<file path="config.mk">
export PLATFORM = sky130hd
export DESIGN_NAME = pll_rst_seq_flat
export DESIGN_NICKNAME = d
export VERILOG_FILES = /design/src/rtl/pll_rst_seq_if.sv /design/src/rtl/pll_rst_seq.sv /design/src/flat_wrapper.sv
export SDC_FILE = /design/constraint.sdc
export NUM_CORES = 1
export LEC_CHECK = 0
export ABC_CLOCK_PERIOD_IN_PS = 2500
export BUFFER_PORTS_ARGS = -buffer_cell sky130_fd_sc_hd__clkbuf_2
export CORE_MARGIN = 2
export CORE_UTILIZATION = 35
export CTS_CLUSTER_DIAMETER = 120
export DETAILED_ROUTE_END_ITERATION = 7
export GPL_ROUTABILITY_DRIVEN = 1
export GPL_TIMING_DRIVEN = 0
export SYNTH_ARGS = -nofsm -noshare
export SYNTH_HDL_FRONTEND = slang
export SYNTH_SLANG_ARGS = --single-unit
export TNS_END_PERCENT = 10
</file>
<file path="constraint.sdc">
create_clock -name clk -period 2.5 [get_ports clk]
set_input_delay 0.25 -clock clk [delete_from_list [all_inputs] [get_ports clk]]
set_output_delay 0.25 -clock clk [all_outputs]
set_load 0.02 [all_outputs]
</file>
<file path="src/rtl/pll_rst_seq_if.sv">
// -----------------------------------------------------------------------------
// pll_rst_seq_if
//   Signal bundle between the clock-wizard reset sequencer and its users.
//
//   Signals:
//     locked        clock wizard lock flag (asynchronous to clk)
//     rst_out       active-high reset per clock domain, bit 0 released first
//     seq_done      high while every rst_out bit is released
//     lock_loss_cnt saturating count of lock-loss events
//     state_o       sequencer state for debug
//                   (WAIT_LOCK=0, STABLE=1, RELEASE=2, RUN=3)
//
//   Modports:
//     slave   the sequencer itself: consumes locked, produces everything else
//     master  the environment: drives locked, observes the reset outputs
//
//   Handshake semantics: there is no valid/ready pair here. locked is a level
//   that may change at any time; every output is a registered level that
//   changes only on a rising edge of clk.
// -----------------------------------------------------------------------------
interface pll_rst_seq_if #(
   parameter int NUM_STAGES = 4
);
   logic                  locked;
   logic [NUM_STAGES-1:0] rst_out;
   logic                  seq_done;
   logic [7:0]            lock_loss_cnt;
   logic [1:0]            state_o;

   modport slave (
      input  locked,
      output rst_out,
      output seq_done,
      output lock_loss_cnt,
      output state_o
   );

   modport master (
      output locked,
      input  rst_out,
      input  seq_done,
      input  lock_loss_cnt,
      input  state_o
   );
endinterface

</file>
<file path="src/rtl/pll_rst_seq.sv">
// -----------------------------------------------------------------------------
// pll_rst_seq
//   Reset sequencer sitting directly after the clock wizard. The wizard's
//   asynchronous locked flag is synchronized, required to stay high for
//   LOCK_STABLE_CYCLES consecutive cycles, and then the per-domain resets are
//   released one by one, STAGE_GAP cycles apart, lowest index first. Any loss
//   of lock re-asserts every reset, restarts the whole sequence and bumps a
//   saturating debug counter.
//
//   Ports:
//     clk   input   reference clock (same net that feeds the clock wizard)
//     rst   input   synchronous, active-high block reset
//     bus   slave modport of pll_rst_seq_if:
//             locked        in   wizard lock flag, asynchronous
//             rst_out       out  NUM_STAGES active-high domain resets
//             seq_done      out  all domain resets released
//             lock_loss_cnt out  saturating lock-loss event count
//             state_o       out  FSM state for debug
//
//   Parameters:
//     SYNC_STAGES         flops in the locked synchronizer (2..4)
//     LOCK_STABLE_CYCLES  consecutive high cycles before first release (>=1)
//     STAGE_GAP           cycles between successive releases (>=1)
//     NUM_STAGES          number of sequenced reset outputs (1..8)
//
//   Every output comes straight from a flop; locked has no combinational path
//   to any output.
// -----------------------------------------------------------------------------
module pll_rst_seq #(
   parameter int SYNC_STAGES        = 2,
   parameter int LOCK_STABLE_CYCLES = 64,
   parameter int STAGE_GAP          = 16,
   parameter int NUM_STAGES         = 4
) (
   input  logic         clk,
   input  logic         rst,
   pll_rst_seq_if.slave bus
);

   // One shared counter serves both the stability wait and the stage gap, so
   // it is sized for the larger of the two terminal values.
   localparam int CNT_MAX = (LOCK_STABLE_CYCLES > STAGE_GAP) ? LOCK_STABLE_CYCLES : STAGE_GAP;
   localparam int CW      = $clog2(CNT_MAX) + 1;
   localparam int SW      = $clog2(NUM_STAGES) + 1;

   localparam logic [CW-1:0] C_LOCK = CW'(LOCK_STABLE_CYCLES);
   localparam logic [CW-1:0] C_GAP  = CW'(STAGE_GAP);
   localparam logic [CW-1:0] C_ONE  = CW'(1);
   localparam logic [SW-1:0] C_LAST = SW'(NUM_STAGES - 1);

   typedef enum logic [1:0] {
      WAIT_LOCK = 2'd0,
      STABLE    = 2'd1,
      RELEASE   = 2'd2,
      RUN       = 2'd3
   } state_t;

   // ---------------------------------------------------------------------------
   // Registers
   // ---------------------------------------------------------------------------
   logic [SYNC_STAGES-1:0] r_sync;
   state_t                 r_state;
   logic [CW-1:0]          r_cnt;
   logic [SW-1:0]          r_stage;
   logic [NUM_STAGES-1:0]  r_rst_out;
   logic                   r_seq_done;
   logic [7:0]             r_loss_cnt;

   // ---------------------------------------------------------------------------
   // Next-state wires
   // ---------------------------------------------------------------------------
   logic                   w_locked_s;
   state_t                 w_state_nxt;
   logic [CW-1:0]          w_cnt_nxt;
   logic [CW-1:0]          w_cnt_inc;
   logic [SW-1:0]          w_stage_nxt;
   logic [NUM_STAGES-1:0]  w_rst_out_nxt;
   logic                   w_seq_done_nxt;
   logic [7:0]             w_loss_cnt_nxt;
   logic                   w_first_rel;
   logic                   w_loss;

   // The last flop of the chain is the only one the FSM ever looks at; the
   // earlier flops exist purely to let metastability settle.
   assign w_locked_s = r_sync[SYNC_STAGES-1];
   assign w_cnt_inc  = r_cnt + C_ONE;

   // ---------------------------------------------------------------------------
   // Next-state / output logic
   // ---------------------------------------------------------------------------
   always_comb begin
      w_state_nxt    = r_state;
      w_cnt_nxt      = r_cnt;
      w_stage_nxt    = r_stage;
      w_rst_out_nxt  = r_rst_out;
      w_seq_done_nxt = r_seq_done;
      w_loss_cnt_nxt = r_loss_cnt;
      w_first_rel    = 1'b0;
      w_loss         = 1'b0;

      case (r_state)
         WAIT_LOCK: begin
            w_rst_out_nxt  = '1;
            w_seq_done_nxt = 1'b0;
            w_cnt_nxt      = '0;
            w_stage_nxt    = '0;
            if (w_locked_s) begin
               // The edge that first sees locked_s high already counts as
               // one stable cycle, so a one-cycle wait releases right here.
               w_state_nxt = STABLE;
               w_cnt_nxt   = C_ONE;
               if (C_LOCK == C_ONE) begin
                  w_first_rel = 1'b1;
               end
            end
         end

         STABLE: begin
            if (!w_locked_s) begin
               w_loss = 1'b1;
            end else begin
               w_cnt_nxt = w_cnt_inc;
               if (w_cnt_inc == C_LOCK) begin
                  w_first_rel = 1'b1;
               end
            end
         end

         RELEASE: begin
            if (!w_locked_s) begin
               w_loss = 1'b1;
            end else begin
               w_cnt_nxt = w_cnt_inc;
               if (w_cnt_inc == C_GAP) begin
                  // Only the bit addressed by the stage index drops, which is
                  // what keeps releases strictly in index order.
                  for (int i = 0; i < NUM_STAGES; i++) begin
                     if (SW'(i) == r_stage) begin
                        w_rst_out_nxt[i] = 1'b0;
                     end
                  end
                  w_cnt_nxt   = '0;
                  w_stage_nxt = r_stage + SW'(1);
                  if (r_stage == C_LAST) begin
                     w_seq_done_nxt = 1'b1;
                     w_state_nxt    = RUN;
                  end
               end
            end
         end

         RUN: begin
            if (!w_locked_s) begin
               w_loss = 1'b1;
            end else begin
               w_rst_out_nxt  = '0;
               w_seq_done_nxt = 1'b1;
            end
         end

         default: begin
            w_state_nxt    = WAIT_LOCK;
            w_rst_out_nxt  = '1;
            w_seq_done_nxt = 1'b0;
            w_cnt_nxt      = '0;
            w_stage_nxt    = '0;
         end
      endcase

      // First release: stage 0 drops and the gap counter starts from zero.
      if (w_first_rel) begin
         w_rst_out_nxt[0] = 1'b0;
         w_stage_nxt      = SW'(1);
         w_cnt_nxt        = '0;
         if (NUM_STAGES == 1) begin
            w_seq_done_nxt = 1'b1;
            w_state_nxt    = RUN;
         end else begin
            w_state_nxt = RELEASE;
         end
      end

      // Lock loss is evaluated last so it beats any release that would have
      // happened on the same edge.
      if (w_loss) begin
         w_rst_out_nxt  = '1;
         w_seq_done_nxt = 1'b0;
         w_cnt_nxt      = '0;
         w_stage_nxt    = '0;
         w_state_nxt    = WAIT_LOCK;
         if (r_loss_cnt != 8'hFF) begin
            w_loss_cnt_nxt = r_loss_cnt + 8'd1;
         end
      end
   end

   // ---------------------------------------------------------------------------
   // State register
   // ---------------------------------------------------------------------------
   always_ff @(posedge clk) begin
      if (rst) begin
         r_sync     <= '0;
         r_state    <= WAIT_LOCK;
         r_cnt      <= '0;
         r_stage    <= '0;
         r_rst_out  <= '1;
         r_seq_done <= 1'b0;
         r_loss_cnt <= 8'd0;
      end else begin
         r_sync     <= {r_sync[SYNC_STAGES-2:0], bus.locked};
         r_state    <= w_state_nxt;
         r_cnt      <= w_cnt_nxt;
         r_stage    <= w_stage_nxt;
         r_rst_out  <= w_rst_out_nxt;
         r_seq_done <= w_seq_done_nxt;
         r_loss_cnt <= w_loss_cnt_nxt;
      end
   end

   // ---------------------------------------------------------------------------
   // Outputs
   // ---------------------------------------------------------------------------
   assign bus.rst_out       = r_rst_out;
   assign bus.seq_done      = r_seq_done;
   assign bus.lock_loss_cnt = r_loss_cnt;
   assign bus.state_o       = r_state;

endmodule

</file>
<file path="src/flat_wrapper.sv">
// flat-port wrapper written by rule: the top's interface ports become plain ports
module pll_rst_seq_flat 
#(
   parameter int SYNC_STAGES        = 2,
   parameter int LOCK_STABLE_CYCLES = 64,
   parameter int STAGE_GAP          = 16,
   parameter int NUM_STAGES         = 4
)
  (clk, rst, bus_locked, bus_rst_out, bus_seq_done, bus_lock_loss_cnt, bus_state_o);
  pll_rst_seq_if #(.NUM_STAGES(NUM_STAGES)) bus_i ();
  input  logic clk;
  input  logic rst;
  input wire logic [$bits(bus_i.locked)-1:0] bus_locked;
  output wire logic [$bits(bus_i.rst_out)-1:0] bus_rst_out;
  output wire logic [$bits(bus_i.seq_done)-1:0] bus_seq_done;
  output wire logic [$bits(bus_i.lock_loss_cnt)-1:0] bus_lock_loss_cnt;
  output wire logic [$bits(bus_i.state_o)-1:0] bus_state_o;
  assign bus_i.locked = bus_locked;
  assign bus_rst_out = bus_i.rst_out;
  assign bus_seq_done = bus_i.seq_done;
  assign bus_lock_loss_cnt = bus_i.lock_loss_cnt;
  assign bus_state_o = bus_i.state_o;
  pll_rst_seq #(.SYNC_STAGES(SYNC_STAGES), .LOCK_STABLE_CYCLES(LOCK_STABLE_CYCLES), .STAGE_GAP(STAGE_GAP), .NUM_STAGES(NUM_STAGES)) u_core (.clk(clk), .rst(rst), .bus(bus_i));
endmodule
</file>
## After elaboration in Yosys (flattened, before gate mapping)

Index checks and enable logic that the tools add are counted.

| word-level totals | value |
|---|---|
| flip-flop bits (word level) | 27 |
| input bits | 3 |
| output and inout bits | 15 |
| word-level logic and storage cells | 95 |

| operators by class | value |
|---|---|
| add/sub/neg operators | 3 |
| equal/unequal tests | 25 |
| multiplexer cells | 34 |
| reductions and logical operators | 21 |

Operator list:

| cell | number |
|---|---|
| 5-bit AND reduction | 7 |
| 7-bit 2-to-1 mux | 3 |
| 7-bit case mux with 3 select lines | 1 |
| 2-bit by 1-bit != test with 1-bit output (second input constant) | 9 |
| 3-bit by 1-bit != test with 1-bit output (second input constant) | 6 |
| 1-bit 2-to-1 mux | 16 |
| 4-bit 2-to-1 mux | 3 |
| 4-bit case mux with 3 select lines | 1 |
| 2-bit 2-to-1 mux | 5 |
| 3-bit AND reduction | 3 |
| 3-bit nonzero test | 3 |
| 8-bit by 1-bit adder with 8-bit output (second input constant) | 1 |
| 8-bit != test (second input constant) | 1 |
| 7-bit by 1-bit adder with 7-bit output (second input constant) | 1 |
| 7-bit by 5-bit equality test with 1-bit output (second input constant) | 1 |
| 7-bit equality test (second input constant) | 1 |
| 2-bit by 3-bit equality test with 1-bit output (first input constant) | 2 |
| 3-bit 2-to-1 mux | 2 |
| 3-bit case mux with 2 select lines | 1 |
| 3-bit OR reduction | 2 |
| 2-bit equality test (second input constant) | 2 |
| 2-bit case mux with 2 select lines | 1 |
| 4-bit nonzero test | 1 |
| 3-bit by 1-bit adder with 3-bit output (second input constant) | 1 |
| other kinds (9) | 9 |

## Depth between registers and ports, before layout

Gate-level depths: netlist of run 1.

| depth | value |
|---|---|
| word-level depth | 7 |
| gate-level depth with buffers | 8 |
| depth with buffers taken out | 7 |

## Worst setup path after synthesis of run 1

No wires, ideal clock.

| path | value |
|---|---|
| path type | register -> register |
| start point | register u_core.r_state[0], in the netlist u_core.bus.state_o[0] |
| end point | register u_core.r_cnt[4] |
| setup time | 0.072 ns |
| arrival time | 2.097 ns |
| required time | 2.428 ns |
| path slack | 0.331 ns |
| stages on the path, launching flop included | 9 |
| buffers on the path | 1 |
| period minus slack after synthesis | 2.169 ns |
| cells stage by stage | dfxtp_1 -> inv_1 -> ha_1 -> nand3b_1 -> or2_1 -> clkbuf_1 -> or3b_1 -> a21o_1 -> a21oi_1 |

| on the way | value |
|---|---|
| longest elaborated chain between the ends | 4 |
| elaborated cells on any way between the ends | 13 |
| classes of those cells | eq/ne: 5; mux: 3; reduce/logical: 5 |

Ends and longest elaborated chain:

| element | line | source |
|---|---|---|
| from (decl) | pll_rst_seq.sv:62 | `state_t r_state;` |
| from (signal assigned) | pll_rst_seq.sv:211 | `r_state <= w_state_nxt;` |
| 2-bit by 1-bit equality test with 1-bit output / 2-bit equality test (equally long branches) | pll_rst_seq.sv:101 | `case (r_state)` |
| 3-bit OR reduction (no source line) | -- |  |
| 1-bit 2-to-1 mux | -- |  |
| 3-bit OR reduction (no source line) | -- |  |
| to (signal assigned) | pll_rst_seq.sv:212 | `r_cnt <= w_cnt_nxt;` |
| to (decl) | pll_rst_seq.sv:63 | `logic [CW-1:0] r_cnt;` |

Several ways; a longest one is shown, not always the timed one.
A chain may end at the register's enable or synchronous reset.

## Worst setup path after layout of run 1

Same ends and word-level chain as after synthesis.

==> summary.txt, run 1 <==
Run status
  • Status: complete, no violations

Critical path
  • Worst path bufs/invs: 2
  • Critical path's slowest cell: dfxtp_1
  • Crit path max fanout: 9
  • WS Path Type: flop to flop
  • Crit path max-delay family: simple AND/OR/NAND/NOR gates
  • Worst Path Arrival: 2.48 ns
  • Critical Path RT: 2.70 ns
  • CP endpoint kind: flop
  • Largest stage delay, worst path: 0.48 ns
  • Worst Setup Start Kind: flop
  • Crit-path cells: inv_1 > ha_1 > nand3b_1 > or2_1 > clkbuf_1 > or3b_1 > a21o_1 > a21oi_1

Clocking
  • Hold Buf Count CTS: 0
  • Num CTS Buffers: 3
  • Clock slew at reported path FFs: 0.09 ns
  • CTS tree: done
  • Setup repair bufs after CTS: 0
  • Clock Latency Late Sink: 0.27 ns
  • Gates resized, CTS repair: 0
  • Root buffer cell: clkbuf_8
  • Sink Count: 27
  • Htree depth: 1
  • Clk buf depth: 2

STA
  • RSZ-0062 raised after global routing: no
  • Final hold vios: 0
  • Worst relative slew slack: 46.35%
  • Final slew viol count: 0
  • Setup Viol. Count Final: 0
  • Hold slack: 0.1823 ns
  • Worst Tran Pin Value: 0.7980 ns
  • Setup TNS: 0 ns
  • Min Tclk post-route: 2.281 ns
  • Final Cycle Share: 91.24%
  • Worst-case clock skew: 0.001470 ns
  • Fmax: 0.4384 GHz

Power and ir drop
  • PwrDens: 409.0 mW/mm²
  • Switching share of total power: 23.99%
  • Pint: 565.6 µW
  • Tot Pwr: 744.1 µW
  • Leak pwr: 0.7043 nW
  • Comb power frac: 7.0%
  • Worst vdd ir: 296.1 µV
  • Sequential share of power: 59.4%
  • Sw Pwr: 178.5 µW
  • Share of total power in the clock network: 33.6%

Place
  • Detailed placement HPWL: 2486 µm
  • Placer congestion estimate: 0.7908
  • Placed cell areas: 0.001770 mm²
  • PortBufs: 17

Route
  • DRT Pass-1 Iters: 5
  • Via density: 5.172
  • Final ANT Viol Nets: 0
  • DRC Markers: 0
  • Detailed-route wire length per cell: 12.57 µm
  • Vias: 1381
  • DRT iter0 DRCs: 49
  • Post-Route WL: 3357 µm

Logic synthesis
  • Synth Area per Inst: 8.352 µm²
  • Synth Flop Type: dfxtp_1
  • Yosys Warn Count: 0
  • Number of synthesized flops with an enable pin: 0
  • Synthesized instance count: 194
  • Yosys top cell area share: 33.36%
  • Asr flop ratio synth: 0%
  • Largest cells by area after synthesis: dfxtp_1 33%, ha_1 12%, nor2_1 6.0%
  • Synthesized cell area: 0.001620 mm²
  • Yosys reg bits: 27
  • Syn_nets: 212
  • Unique cell type count in the Yosys netlist: 49
  • Register area share after synthesis: 33.36%
  • Leading area contributor after synthesis: dfxtp_1

Finish
  • Post-layout util: 41.21%
  • Fillers: 461
  • Final #Nets: 234
  • Ratio of cells with drive above 1 in the final layout: 15.35%
  • Final Cell Area: 0.001819 mm²
  • Area Growth Syn to Fin: 12.28%
  • Antenna fix cells: 0

Die
  • Die area: 0.005190 mm²
  • Initial core utilization: 36.71%
  • Die boundary height: 72.04 µm
  • Die W: 72.04 µm
  • Boundary Pins: 18
  • # rows: 24
  • Core box area: 0.004414 mm²

GRT
  • Initial antenna violation count: 0
  • Pin count of the biggest net entering global routing: 17
  • Total GRT Usage: 13.89%
  • First-pass GRT wire length: 5851 µm
  • Number of global-route vias before repair: 1369
  • Total global routing overflow: 0

Run
  • Max_cap viols: 0

Min path
  • Worst Hold Class: primary input to flop
-- kinds of logic (layout without fill, tap and decap cells) --
logic type,Yosys count,after routing,share of synthesized area (%)
buffers and inverters,16,37,4.247
DFF,27,27,33.36
adders and majority gates,15,15,11.58
AOI/OAI and AO/OA,46,46,18.69
xor gates and xnor gates,9,9,4.865
muxes,3,3,2.085
and+or+nand+nor,78,78,25.17
-- routing by layer --
layer  GRT usage (%)  vias up  routed length [µm]
met1           17.85      623                1706
met2           23.46       26                1482
met4           3.774        0                  15
li1                -      730                   -
met5               0        -                   0
met3           3.194        2                 153
-- path summary, 6_finish.rpt --
path	slack, ns	depth (start not counted)	endpoint	start
hold reg to reg	0.45	1	u_core.r_sync[1]	u_core.r_sync[0]
hold / removal	0.18	2	u_core.r_sync[0]	bus_locked
setup reg to reg	0.22	8	u_core.r_cnt[4]	u_core.bus.state_o[0]
setup / recovery	0.22	8	u_core.r_cnt[4]	u_core.bus.state_o[0]
-- layout by cell type (no fill, tap or decap), types with 4 or more instances in the layout --
master,n
clkbuf_2,17
a21oi_1,11
nand3_1,5
xor2_1,6
clkbuf_1,4
nor2b_1,5
and3_1,4
nand2_1,13
ha_1,15
inv_1,10
o21ai_0,11
dfxtp_1,27
nor2_1,26
nand4_1,5
-- power by group through the flow --
stage	Sequential, mW	Combinational [mW]	Clock [mW]
2_1_floorplan	0.456	0.0311	0
3_3_place_gp	0.452	0.0519	0
3_5_place_dp	0.452	0.0523	0
4_1_cts	0.442	0.0526	0.265
5_1_grt	0.443	0.0588	0.279
6_report	0.442	0.0522	0.250
-- layout make-up --
cell class,count,area [µm²],area share (%)
inverter,10,37.54,2.063
tap,52,65.06,3.576
clock inverter,1,7.507,0.4127
timing repair buffer,17,85.08,4.677
sequential,27,540.5,29.71
buffer,6,31.28,1.719
multi-input combinational,151,1011,55.57
clock buffer,3,41.29,2.270
-- flip-flops by register name, summed over array words and instances (netlist names) --
| register | cells |
|---|---|
| u_core.bus.state_o | 2 |
| u_core.bus.lock_loss_cnt | 8 |
| u_core.r_cnt | 7 |
| u_core.bus.rst_out | 4 |
| u_core.r_stage | 3 |
| u_core.r_sync | 2 |
| u_core.bus.seq_done | 1 |
-- metrics by stage --
stage / std cells / setup WS, ns
4_1_cts: 267 / 0.1938
5_1_grt: 267 / 0.02689
2_1_floorplan: 194 / 0.3307
6_report: 267 / 0.2190
3_3_place_gp: 263 / 0.2178
3_5_place_dp: 263 / 0.2479
-- cells in the mapped netlist, types with 2 or more instances --
cell type,count
nor3_1,2
nor2b_1,5
nand3b_1,2
ha_1,15
nand4_1,5
nand3_1,5
mux2i_1,2
or3_1,3
and3_1,4
nand2_1,13
clkbuf_1,4
a21oi_1,11
a21o_2,2
xor2_1,6
inv_1,10
xnor2_1,3
nor2_1,26
a211oi_1,3
dfxtp_1,27
o21ai_1,2
a21o_1,3
o21ai_0,11
or3b_1,2
a31oi_1,3
Note: power is estimated with default switching activity, not from simulation.
==> run 2: changes to the inputs <==
--- a/config.mk
+++ b/config.mk
@@ -5,7 +5,7 @@
 export SDC_FILE = /design/constraint.sdc
 export NUM_CORES = 1
 export LEC_CHECK = 0
-export ABC_CLOCK_PERIOD_IN_PS = 2500
+export ABC_CLOCK_PERIOD_IN_PS = 2100
 export BUFFER_PORTS_ARGS = -buffer_cell sky130_fd_sc_hd__clkbuf_2
 export CORE_MARGIN = 2
 export CORE_UTILIZATION = 35
==> constraint.sdc (replaced) <==
create_clock -name clk -period 2.1 [get_ports clk]
set_input_delay 0.21 -clock clk [delete_from_list [all_inputs] [get_ports clk]]
set_output_delay 0.21 -clock clk [all_outputs]
set_load 0.02 [all_outputs]
==> run 2 against run 1 <==
  * Cell area rose by 1.9%
  * Clock power rose by 23%
  * Cell count fell by 0.37%
  * Hold slack got worse by 0.048 ns
  * Sequential share of layout area barely moved
  * Critical path type unchanged
  * Clock skew rose by 0.0049 ns
  * Setup slack got worse by 0.13 ns
  * Register-to-register slack got worse by 0.13 ns
  * Critical endpoint unchanged
  * Total power rose by 20%
==> summary.txt, run 2 (same netlist as run 1, synthesis figures left out) <==
Route
  • Post-Route WL: 3326 µm
  • Final ANT Viol Nets: 0
  • DRC Markers: 0
  • DRT iter0 DRCs: 75
  • Vias: 1387
  • Via density: 5.214
  • DRT Pass-1 Iters: 4
  • Detailed-route wire length per cell: 12.50 µm

STA
  • Min Tclk post-route: 2.007 ns
  • Final Cycle Share: 95.55%
  • RSZ-0062 raised after global routing: yes
  • Worst-case clock skew: 0.006403 ns
  • Fmax: 0.4984 GHz
  • Worst Tran Pin Value: 0.7132 ns
  • Setup ws final: 0.09346 ns
  • Worst relative slew slack: 52.05%
  • Final slew viol count: 0
  • Setup Viol. Count Final: 0
  • Final hold vios: 0

Clocking
  • Clock Latency Late Sink: 0.28 ns
  • Setup repair bufs after CTS: 0
  • Clock slew at reported path FFs: 0.10 ns
  • Clk buf depth: 2
  • CTS tree: done
  • Num CTS Buffers: 3
  • Sink Count: 27
  • Htree depth: 1
  • Root buffer cell: clkbuf_8

Finish
  • Number of flip-flops in the largest register: 8
  • Antenna fix cells: 0
  • Final #Nets: 233
  • Area Growth Syn to Fin: 14.44%
  • Fillers: 463
  • Most frequent cells in the layout: 26 x nor2_1, 23 x dfxtp_1, 17 x clkbuf_2, 14 x ha_1, 12 x nand2_1
  • Post-layout util: 42.01%
  • Commonest non-fill, non-tap cell in the layout: nor2_1
  • Ratio of cells with drive above 1 in the final layout: 20.09%

Run
  • Max_cap viols: 0

Critical path
  • Worst Path Arrival: 2.22 ns
  • Worst Setup Start Kind: flop
  • Crit path max-delay family: simple AND/OR/NAND/NOR gates
  • WS Path Type: flop to flop
  • Critical path's slowest cell: dfxtp_4
  • Critical Path RT: 2.31 ns
  • Largest stage delay, worst path: 0.40 ns
  • Crit-path cells: inv_1 > ha_1 > nand3b_1 > or2_4 > or3b_1 > a21o_1 > a21oi_1
  • CP endpoint kind: flop
  • Crit path max fanout: 9
  • Worst path bufs/invs: 1

Min path
  • Worst Hold Class: primary input to flop

Power and ir drop
  • Leak pwr: 0.7083 nW
  • Worst vdd ir: 377.3 µV
  • Sw Pwr: 222.1 µW
  • Share of total power in the clock network: 34.4%
  • Comb power frac: 7.1%
  • Switching share of total power: 24.82%
  • PwrDens: 482.5 mW/mm²
  • Sequential share of power: 58.5%
  • Pint: 672.7 µW

Die
  • Initial core utilization: 36.71%
  • Die W: 72.04 µm
  • # rows: 24
  • Die boundary height: 72.04 µm
  • Core box area: 0.004414 mm²
  • Boundary Pins: 18
  • Die area: 0.005190 mm²

Place
  • Placer congestion estimate: 0.8092
  • Place WS: -0.06871 ns
  • Detailed placement HPWL: 2495 µm
  • PortBufs: 17

GRT
  • Number of global-route vias before repair: 1264
  • Total global routing overflow: 0
  • Initial antenna violation count: 0
  • First-pass GRT wire length: 5678 µm
  • Total GRT Usage: 13.59%
  • Pin count of the biggest net entering global routing: 17

Run status
  • Status: complete, no violations
## run 2: power by group through the flow
stage          Combinational, mW  Clock [mW]  Sequential, mW
2_1_floorplan             0.0370           0           0.543
3_3_place_gp              0.0619           0           0.538
3_5_place_dp              0.0622           0           0.538
4_1_cts                   0.0624       0.330           0.524
5_1_grt                   0.0709       0.350           0.525
6_report                  0.0632       0.308           0.524
## run 2: repair_timing
item / in CTS / in global routing
resized for setup: 4 / 7
cloned: 0 / 0
hold buffers: 0 / 0
setup endpoints to repair: 5 / 15
## run 2: final timing paths
| check | from | endpoint | slack (ns) | cells past startpoint |
|---|---|---|---|---|
| setup / recovery | u_core.bus.state_o[0] | u_core.r_cnt[4] | 0.09 | 7 |
| hold / removal | bus_locked | u_core.r_sync[0] | 0.13 | 2 |
| setup reg to reg | u_core.bus.state_o[0] | u_core.r_cnt[4] | 0.09 | 7 |
| hold reg to reg | u_core.r_sync[0] | u_core.r_sync[1] | 0.45 | 1 |
## run 2: per-stage QoR
step	power, mW	instances	TNS (ns)	instance area, µm²	hold WS (ns)
after global placement	0.5997	263	-0.05285	1773	0.4169
after CTS	0.9169	266	0	1826	0.1232
after global routing	0.9461	266	-0.01356	1854	0.1316
after detailed placement	0.6002	263	-0.1031	1773	0.4269
after floorplan	0.5800	194	0	1623	0.3382
final	0.8948	266	0	1854	0.1342
## run 2: routing by layer
layer | wire length, µm | vias to the layer above | track usage [%]
met3 | 112 | 2 | 2.639
met1 | 1669 | 632 | 18.15
li1 | - | 729 | -
met4 | 8 | 0 | 2.516
met2 | 1535 | 24 | 23.05
met5 | 0 | - | 0
## run 2: area by class of cell
class | instances | area (µm²) | area share, %
inverter | 10 | 37.54 | 2.024
clock inverter | 1 | 7.507 | 0.4049
timing repair buffer | 17 | 85.08 | 4.588
sequential | 27 | 550.5 | 29.69
tap | 52 | 65.06 | 3.509
multi-input combinational | 151 | 1040 | 56.07
clock buffer | 3 | 41.29 | 2.227
buffer | 5 | 27.53 | 1.484
==> run 3: changes to the inputs <==
--- a/config.mk
+++ b/config.mk
@@ -7,6 +7,7 @@
 export LEC_CHECK = 0
 export ABC_CLOCK_PERIOD_IN_PS = 2100
 export BUFFER_PORTS_ARGS = -buffer_cell sky130_fd_sc_hd__clkbuf_2
+export CORE_ASPECT_RATIO = 1.75
 export CORE_MARGIN = 2
 export CORE_UTILIZATION = 35
 export CTS_CLUSTER_DIAMETER = 120
==> run 3 against run 2 <==
  * Register-to-register slack got worse by 0.02 ns
  * First-iteration DRC count decreased by 83%
  * Flip-flop and latch count unchanged
  * Fmax down 0.79%
  * Critical path depth fell by 1
  * Utilization shrank 0.059 points
  * Total power fell by 1.1%
  * Clock skew is 0.0034 ns lower
  * Die area increased by 0.42%
  * Setup slack got worse by 0.016 ns
  * Sequential power about the same
==> summary.txt, run 3 (same netlist as run 1, synthesis figures left out) <==
Run status
  • Status: complete, no violations

Min path
  • Worst Hold Class: primary input to flop

GRT
  • Number of global-route vias before repair: 1415
  • First-pass GRT wire length: 6258 µm
  • Initial antenna violation count: 0
  • Total GRT Usage: 14.91%
  • Pin count of the biggest net entering global routing: 15
  • Total global routing overflow: 0

Place
  • Detailed placement HPWL: 2937 µm
  • Placed cell areas: 0.001772 mm²
  • Placer congestion estimate: 0.8440
  • PortBufs: 17

STA
  • Worst Tran Pin Value: 0.7647 ns
  • Worst-case clock skew: 0.003000 ns
  • Setup Viol. Count Final: 0
  • Min Tclk post-route: 2.023 ns
  • RSZ-0062 raised after global routing: yes
  • Final Cycle Share: 96.31%
  • Final hold vios: 0
  • Fmax: 0.4944 GHz
  • Final slew viol count: 0
  • Worst relative slew slack: 48.59%

Route
  • DRT Pass-1 Iters: 4
  • Detailed-route wire length per cell: 14.07 µm
  • Vias: 1447
  • DRC Markers: 0
  • Via density: 5.460
  • Post-Route WL: 3728 µm
  • Final ANT Viol Nets: 0
  • DRT iter0 DRCs: 13

Finish
  • Antenna fix cells: 0
  • Most frequent cells in the layout: 26 x nor2_1, 23 x dfxtp_1, 17 x clkbuf_2, 14 x ha_1, 13 x nand2_1
  • Fillers: 471
  • Ratio of cells with drive above 1 in the final layout: 19.63%
  • Final Cell Area: 0.001864 mm²
  • Commonest non-fill, non-tap cell in the layout: nor2_1
  • Area Growth Syn to Fin: 15.06%
  • Number of flip-flops in the largest register: 8
  • Final #Nets: 233

Critical path
  • Worst Setup Start Kind: flop
  • Crit path max fanout: 8
  • Worst Path Arrival: 2.18 ns
  • CP endpoint kind: flop
  • WS Path Type: flop to flop
  • Critical Path RT: 2.26 ns

Clocking
  • Sink Count: 27
  • Clk buf depth: 2
  • Clock Latency Late Sink: 0.27 ns
  • CTS tree: done
  • Htree depth: 1
  • Root buffer cell: clkbuf_8
  • Clock slew at reported path FFs: 0.09 ns
  • Setup repair bufs after CTS: 0
  • Num CTS Buffers: 3

Die
  • Initial core utilization: 36.46%
  • Die area: 0.005211 mm²
  • # rows: 32
  • Boundary Pins: 18
  • Die W: 55.44 µm
  • Die boundary height: 94.01 µm
  • Core box area: 0.004444 mm²

Power and ir drop
  • Worst vdd ir: 260.9 µV
  • Leak pwr: 0.7101 nW
  • PwrDens: 474.7 mW/mm²
  • Tot Pwr: 885.0 µW

Run
  • Max_cap viols: 0
[run 3: cell types whose count changed in the layout (fill, tap and decap cells not counted), sizes merged]
cell      previous run  this run
clkbuf              23        24
clkinvlp             1         0
[run 3: cell type report]
class | instances | area (µm²) | share of cell area (%)
Tap cell | 51 | 63.81 | 3.423
Multi-Input combinational cell | 151 | 1050 | 56.31
Sequential cell | 27 | 555.5 | 29.80
Clock buffer | 4 | 45.04 | 2.416
Buffer | 5 | 27.53 | 1.477
Timing Repair Buffer | 17 | 85.08 | 4.564
Inverter | 10 | 37.54 | 2.013
[run 3: worst max-delay path, stage by stage, from the launching register on]
cell and delay [ns]:
dfxtp_4 0.40, ha_2 0.23, nand2_1 0.09, a2111o_1 0.42, a211oi_4 0.33, nor2_1 0.08
or3_1 0.36
[run 3: power by group]
part / internal (mW) / switching (mW) / total [mW]
Sequential: 0.515 / 0.00737 / 0.522
Combinational: 0.0204 / 0.0429 / 0.0633
Clock: 0.136 / 0.163 / 0.299
[run 3: timing repair]
action	4_1_cts	5_1_grt
pin swaps	0	1
endpoints found under the hold margin	0	0
hold buffers	0	0
gates resized for setup	6	8
endpoints found under the setup margin	8	9
[run 3: final timing paths]
path               startpoint                 to  slack, ns  cells past startpoint
max           u_core.r_cnt[0]  u_core.r_stage[0]       0.08                      6
min reg2reg  u_core.r_sync[0]   u_core.r_sync[1]       0.45                      1
min                bus_locked   u_core.r_sync[0]       0.15                      2
max reg2reg   u_core.r_cnt[0]  u_core.r_stage[0]       0.08                      6
[run 3: metrics by stage]
step	util [%]	TNS [ns]	instances	hold slack (ns)	setup slack, ns
after floorplan	-	0	194	0.3382	0.07631
after global placement	39.86	-0.2230	262	0.4255	-0.06546
after detailed placement	39.86	-0.3076	262	0.4349	-0.08647
after CTS	41.24	0	265	0.1447	0.01291
after global routing	41.95	-0.05719	265	0.1397	-0.03445
final	41.95	0	265	0.1456	0.07747
[run 3: layer usage]
layer,wire [µm],global-route usage (%),vias up,share of wire [%]
met5,0,0,-,0
li1,-,-,723,-
met4,67,6.504,0,1.8
met2,2169,30.65,21,58
met3,75,1.653,7,2.0
met1,1415,14.26,696,38
